[src/rtl/zet_isa8_bridge.sv]
// Wishbone slave that turns each 16-bit Zet CPU access into one or two
// 8-bit PC-bus cycles (ALE/address, command strobe stretched by IOCHRDY).
module zet_isa8_bridge #(
  parameter int unsigned SETUP_CYC = 1,
  parameter int unsigned CMD_CYC   = 3,
  parameter int unsigned TO_CYC    = 255
) (
  input  logic        wb_clk_i,
  input  logic        wb_rst_ni,
  input  logic [15:0] wb_dat_i,
  output logic [15:0] wb_dat_o,
  input  logic [19:1] wb_adr_i,
  input  logic        wb_we_i,
  input  logic        wb_tga_i,
  input  logic [1:0]  wb_sel_i,
  input  logic        wb_stb_i,
  input  logic        wb_cyc_i,
  output logic        wb_ack_o,
  output logic [19:0] isa_adr_o,
  output logic        isa_ale_o,
  output logic [7:0]  isa_dat_o,
  output logic        isa_dat_oe_o,
  input  logic [7:0]  isa_dat_i,
  output logic        isa_memr_no,
  output logic        isa_memw_no,
  output logic        isa_ior_no,
  output logic        isa_iow_no,
  input  logic        isa_iochrdy_i,
  output logic        bus_timeout_o
);

  typedef enum logic [2:0] {IDLE, SETUP, STROBE, HOLD, ACK} state_t;

  localparam logic [3:0] SETUP_LAST = 4'(SETUP_CYC - 1);
  localparam logic [3:0] CMD_LAST   = 4'(CMD_CYC - 1);
  localparam logic [7:0] TO_LIMIT   = 8'(TO_CYC);

  state_t      state, state_nx;
  logic [3:0]  cnt;
  logic [7:0]  wait_cnt;
  logic        we_q, tga_q, odd_pend, aborted;
  logic [1:0]  sel_q;
  logic [15:0] dat_q;

  logic req, accept, setup_done, cmd_last, sample, timeout_hit, finish, next_byte;
  logic [7:0] rd_byte;

  always_comb begin
    req         = wb_stb_i & wb_cyc_i;
    accept      = (state == IDLE) & req & ~wb_ack_o;
    setup_done  = (cnt == SETUP_LAST);
    cmd_last    = (cnt == CMD_LAST);
    sample      = (state == STROBE) & cmd_last;
    timeout_hit = sample & ~isa_iochrdy_i & (wait_cnt == TO_LIMIT);
    finish      = sample & (isa_iochrdy_i | timeout_hit);
    next_byte   = (state == HOLD) & odd_pend & ~aborted & req;
    rd_byte     = timeout_hit ? 8'hFF : isa_dat_i;
  end

  always_comb begin
    state_nx = state;
    case (state)
      IDLE:    if (accept) state_nx = (wb_sel_i == 2'b00) ? ACK : SETUP;
      SETUP:   if (setup_done) state_nx = STROBE;
      STROBE:  if (finish) state_nx = HOLD;
      // A master that let go at any point after acceptance gets no ack.
      HOLD:    if (aborted | ~req) state_nx = IDLE;
               else if (odd_pend)  state_nx = SETUP;
               else                state_nx = ACK;
      ACK:     state_nx = IDLE;
      default: state_nx = IDLE;
    endcase
  end

  always_comb begin
    wb_ack_o     = (state == ACK);
    isa_ale_o    = (state == SETUP);
    isa_dat_oe_o = we_q & ((state == SETUP) | (state == STROBE) | (state == HOLD));
    isa_memr_no  = ~((state == STROBE) & ~tga_q & ~we_q);
    isa_memw_no  = ~((state == STROBE) & ~tga_q &  we_q);
    isa_ior_no   = ~((state == STROBE) &  tga_q & ~we_q);
    isa_iow_no   = ~((state == STROBE) &  tga_q &  we_q);
  end

  always_ff @(posedge wb_clk_i or negedge wb_rst_ni) begin
    if (!wb_rst_ni) state <= IDLE;
    else            state <= state_nx;
  end

  always_ff @(posedge wb_clk_i or negedge wb_rst_ni) begin
    if (!wb_rst_ni) begin
      cnt           <= '0;
      wait_cnt      <= '0;
      we_q          <= 1'b0;
      tga_q         <= 1'b0;
      sel_q         <= '0;
      dat_q         <= '0;
      odd_pend      <= 1'b0;
      aborted       <= 1'b0;
      isa_adr_o     <= '0;
      isa_dat_o     <= '0;
      wb_dat_o      <= '0;
      bus_timeout_o <= 1'b0;
    end else begin
      bus_timeout_o <= 1'b0;
      case (state)
        IDLE: if (accept) begin
          we_q      <= wb_we_i;
          tga_q     <= wb_tga_i;
          sel_q     <= wb_sel_i;
          dat_q     <= wb_dat_i;
          cnt       <= '0;
          wait_cnt  <= '0;
          aborted   <= 1'b0;
          odd_pend  <= (wb_sel_i == 2'b11);
          isa_adr_o <= {wb_adr_i, wb_sel_i == 2'b10};
          isa_dat_o <= (wb_sel_i == 2'b10) ? wb_dat_i[15:8] : wb_dat_i[7:0];
          if (wb_sel_i == 2'b00) wb_dat_o <= '0;
        end
        SETUP: begin
          cnt <= setup_done ? '0 : cnt + 4'd1;
          if (!req) aborted <= 1'b1;
        end
        STROBE: begin
          if (!req) aborted <= 1'b1;
          if (!cmd_last)    cnt      <= cnt + 4'd1;
          else if (!finish) wait_cnt <= wait_cnt + 8'd1;
          if (finish) begin
            cnt           <= '0;
            wait_cnt      <= '0;
            bus_timeout_o <= timeout_hit;
            // The first captured byte clears the other lane; the odd byte of
            // a word keeps the even byte captured just before it.
            if (!we_q) begin
              if (isa_adr_o[0])
                wb_dat_o <= {rd_byte, (sel_q == 2'b11) ? wb_dat_o[7:0] : 8'h00};
              else
                wb_dat_o <= {8'h00, rd_byte};
            end
          end
        end
        HOLD: if (next_byte) begin
          odd_pend     <= 1'b0;
          isa_adr_o[0] <= 1'b1;
          isa_dat_o    <= dat_q[15:8];
        end
        default: ;
      endcase
    end
  end

endmodule

[config.mk]
export PLATFORM = sky130hd
export DESIGN_NAME = zet_isa8_bridge
export DESIGN_NICKNAME = d
export VERILOG_FILES = /design/src/rtl/zet_isa8_bridge.sv
export SDC_FILE = /design/constraint.sdc
export NUM_CORES = 1
export LEC_CHECK = 0
export ABC_AREA = 1
export BUFFER_PORTS_ARGS = -buffer_cell sky130_fd_sc_hd__buf_2
export CAP_MARGIN = 20
export CORE_ASPECT_RATIO = 1.4
export CORE_MARGIN = 2
export CORE_UTILIZATION = 52
export CTS_CLUSTER_DIAMETER = 100
export DETAILED_ROUTE_END_ITERATION = 10
export GPL_TIMING_DRIVEN = 0
export PLACE_DENSITY_LB_ADDON = 0.08
export SYNTH_ARGS = -nofsm -noshare
export SYNTH_HDL_FRONTEND = slang
export SYNTH_SLANG_ARGS = --single-unit
[constraint.sdc]
create_clock -name wb_clk_i -period 1.9 [get_ports wb_clk_i]
set_input_delay 0.095 -clock wb_clk_i [delete_from_list [all_inputs] [get_ports wb_clk_i]]
set_output_delay 0.095 -clock wb_clk_i [all_outputs]
set_load 0.02 [all_outputs]
# == Word-level counts from Yosys, hierarchy flattened ==
# Cells that the tools add are included.
# totals
memories,0
mem_bits_rw,0
ff_bits,82
rom_bits,0
latchBits,0
in_bits,52
# op_classes
add_sub_neg,2
order_cmp,0
n_shift,0
reduce_logical,16
muxes,39
n_eq_ne,19
multipliers,0
n_div,0
bitwise_logic,31
# ops
operator,n
$mux W16,5
$mux W8,8
$pmux W16 S2,1
$pmux W8 S2,2
$mux W3,6
$and A1 B1 Y1,17
$mux W4,4
$reduce_and A3 Y1,5
$pmux W3 S4,1
$pmux W4 S3,1
$ne A2 B2 Y1 const B,5
$not A1 Y1,10
$ne A3 B3 Y1 const B,3
$add A8 B1 Y8 const B,1
$eq A8 B8 Y1 const B,1
$mux W1,8
$eq A2 B2 Y1 const B,3
$eq A3 B2 Y1 const B,2
$pmux W1 S2,3
$reduce_and A6 Y1,1
$reduce_bool A2 Y1,3
$reduce_and A5 Y1,1
$add A4 B1 Y4 const B,1
$eq A4 B2 Y1 const B,1
other kinds (10),14

# == Depth between registers and ports, before layout ==
# depth
ltp_word,9
depth_mapped,10
mapped_depth_nobuf,10

# == Worst setup path after synthesis ==
# OpenSTA, ideal clock, no wires.
# synth_path
path_kind,register to register
from,reg state[1]
to,reg cnt[0]
slack_ns,0.312
stages_incl_launch_ff,6
path_buffers,0
setup_ns,0.077
t_arrival_ns,1.511
required_time_ns,1.823
cell_sequence,dfrtp_1 -> nor3_1 -> nand2_1 -> nand3_1 -> nand2_1 -> a21oi_1
# synth_between
elab_cells_between_ends,18
classes_between,eq/ne (5); mux (2); bitwise (8); reduce/logical (3)
# synth_lines
element,line_no,text
"start, declared",38,"state_t state, state_nx;"
"start signal, assigned",87,else state <= state_nx;
$eq A3 B1 Y1 (*),--,
via isa_ale_o,20,"output logic isa_ale_o,"
$reduce_bool A3 Y1 (no line),--,
$reduce_and A3 Y1 (no line),--,
"end signal, assigned",121,cnt <= setup_done ? '0 : cnt + 4'd1;
"end signal, assigned",126,if (!cmd_last) cnt <= cnt + 4'd1;
"end, declared",39,logic [3:0] cnt;
# The timed path passes the listed nets; every way through them passes the cells marked *.
# A chain may end at the register's enable or synchronous reset.

# == Worst setup path after layout ==
# layout_path
from,reg state[2]
to,out isa_iow_no
# layout_between
elab_chain_cells,4
# layout_lines
element,line_no,text
$eq A3 B2 Y1,82,isa_iow_no = ~((state == STROBE) & tga_q & we_q);
$and A1 B1 Y1 (2 in a row),82,
$not A1 Y1,82,
"end, declared",27,"output logic isa_iow_no,"
# Every way passes these cells.

==> results.toml <==
[synthesis]
synth_compound_area_share_pct = 7.82
synth_ff_type = "dfrtp_1"
synth_fa_ha_area_share_pct = 1.36
synthArstFlopShare_pct = 100
synth_edf_count = 0
synthSimpleGateAreaFrac_pct = 32.8
muxShareOfSynthArea_pct = 0
ys_ff_latch = 74
synth_top_family_by_area = "simple AND/OR/NAND/NOR gates"
synth_xor_xnor_area_share_pct = 0.952
synth_top_area_share_pct = 50.3
ys_seq_area_share_pct = 50.3
yosysUniqueCellTypes = 31
ys_warn_count = 0
synthTopCellsByArea = "dfrtp_1 (50%), nand2_1 (19%), nand3_1 (6.0%), inv_1 (4.0%), o21ai_0 (2.2%)"
synth_common_cells = "nand2_1 (191), dfrtp_1 (74), nand3_1 (44), inv_1 (39), o21ai_0 (16)"
syn_inst = 466
syn_area_um2 = 3680
syn_area_per_cell_um2 = 7.90
synth_fp_nets = 522
yosysMostFrequentCell = "nand2_1"
yosys.area.top_type = "dfrtp_1"

[timing]
hold_slack_ns = 0.0266
setup_violations = 0
worstMarginPinSlew_ns = 0.489
setup_tns_ns = 0
fin_skew_ns = 0.0119
slew_headroom_pct = 67.4
fmax_mhz = 592
rsz0062_at_grt = "false"
post-route-period-util_pct = 89.0
min_period_ns = 1.69
drv_slew = 0
finalHoldViolCount = 0

[cts]
cts.sinks = 74
htree_levels = 3
cts-root-buf = "clkbuf_8"
post_cts_buffers = 0
clk_pin_slew_ns = 0.07
cts_tree = "built"
clock_latency_ns = 0.35
cts_max_path_buffers = 2
cts_buffers = 9

[run]
cap_violations = 0

[final_layout]
layout-drive-gt1-share_pct = 25.0
fill_cells = 613
stdcell_count = 707
final_util_pct = 69.8
fin_nets = 665
multiInputGateArea_um2 = 1590
final-seq-area_um2 = 1850
area_growth_pct = 30.7
antenna_cells = 0

[die]
fp-row-count = 36
core_um2 = 6890
die_area_um2 = 7770
io_pins = 104
initial_core_util_pct = 53.4
die_w_um = 75.1
die_y_um = 104

[status]
status = "finished, final reports clean"

[global_routing]
grt_antenna_before_repair = 0
gr-total-overflow = 0
first_global_vias = 3381
grt_max_degree = 39
track_usage_pct = 24.8
grt_pass1_wl_um = 15200

[drt]
wl_per_cell_um = 12.6
postRouteAntennaNets = 0
dr.pass1.iters = 4
routed_wl_um = 8890
vias_per_cell = 4.91
routed-via-count = 3473
drtIter0Drc = 135
drc = 0

[pwr]
finalPower_mw = 7.19
power_density_nw_per_um2 = 1500
ir_worst_vdd_v = 0.000851
p_leak_nw = 2.72

[place]
hpwlAfterDp_um = 6300
gp_congestion = 0.812
port_buffers = 102
dp.cells = 664

[setup_path]
start_kind = "register"
arrival_ns = 1.60
crit_path_end_kind = "output pin"
crit_fanout = 6
worst-endpoint-required_ns = 1.80
worst-setup-path-type = "register to output pin"

[worst_hold_path]
hold_path_class = "input port to register"
-- per-layer routing --
metal  global-route usage [%]  up-vias  part of all wire (%)
met5                        0        -                     0
met4                     9.44        0                   2.3
met3                     3.99       20                   5.0
met2                     42.7      102                    52
met1                     30.0     1588                    41
li1                         -     1763                     -
-- where the power goes --
part / internal [mW] / switching (mW)
clock network: 0.592 / 0.593
registers: 2.20 / 0.374
logic: 1.11 / 2.32
total: 3.91 / 3.28
-- cell families after synthesis --
family | Yosys count
AO/OA/AOI/OAI | 49
XOR/XNOR | 4
adder cells (fa/ha/maj) | 4
buffers and inverters | 61
flip-flops | 74
AND/OR/NAND/NOR | 274
-- stage by stage --
stage                     instance area (um^2)  setup slack, ns
after global routing                      4810           0.0179
after global placement                    4310            0.257
final                                     4810            0.210
after CTS                                 4800            0.204
after floorplan                           3680            0.312
after detailed placement                  4330            0.253
-- sequential cells by signal, indices dropped and copies added (netlist names) --
signal         count
isa_adr_o         20
sel_q              2
bus_timeout_o      1
tga_q              1
odd_pend           1
we_q               1
wb_dat_o          16
wait_cnt           8
isa_dat_o          8
aborted            1
dat_q              8
state              3
cnt                4
-- cells in the final DEF, fill, tap and decap left out, types with 8 or more instances in the layout --
cell type	instances
nand2_1	191
inv_1	39
o21ai_0	16
dfrtp_1	74
dlygate4sd3_1	29
nand3_1	44
o211ai_1	8
a21oi_1	12
inv_2	8
buf_2	108
clkbuf_8	9
nor2_1	15
-- what timing repair did --
| action | 4_1_cts | 5_1_grt |
|---|---|---|
| resized for setup | 0 | 1 |
| hold buffers | 29 | 0 |
| endpoints found under the hold margin | 64 | 0 |
| setup endpoints to repair | 0 | 7 |
-- worst max-delay path, cell delays in order, from the launching register on --
cell,delay (ns)
dfrtp_1,0.42
inv_2,0.14
nand3_4,0.14
inv_2,0.11
nand2_1,0.14
inv_1,0.10
nand2_1,0.05
buf_2,0.16
-- final timing paths --
| kind | startpoint | to | slack (ns) | depth (start not counted) |
|---|---|---|---|---|
| worst max-delay path | state[2]$_DFFE_PN0P_ | isa_iow_no | 0.21 | 7 |
| worst min-delay path | wb_dat_i[15] | dat_q[15]$_DFFE_PN0P_ | 0.03 | 3 |
| worst max register to register | cnt[0]$_DFFE_PN0P_ | wb_dat_o[15]$_DFFE_PN0P_ | 0.24 | 8 |
| worst min register to register | isa_adr_o[3]$_DFFE_PN0P_ | isa_adr_o[3]$_DFFE_PN0P_ | 0.47 | 2 |
| max in group asynchronous | wb_rst_ni | dat_q[13]$_DFFE_PN0P_ | 1.09 | 3 |
| min in group asynchronous | wb_rst_ni | wait_cnt[5]$_DFFE_PN0P_ | 0.24 | 2 |
-- layout make-up --
| class | instances | area share, % |
|---|---|---|
| sequential | 74 | 38.5 |
| buffer | 13 | 1.43 |
| timing repair buffer | 132 | 17.1 |
| tap | 95 | 2.47 |
| inverter | 48 | 3.75 |
| multi-input combinational | 331 | 33.0 |
| clock inverter | 5 | 1.17 |
| clock buffer | 9 | 2.58 |
(Power assumes the default switching activity.)
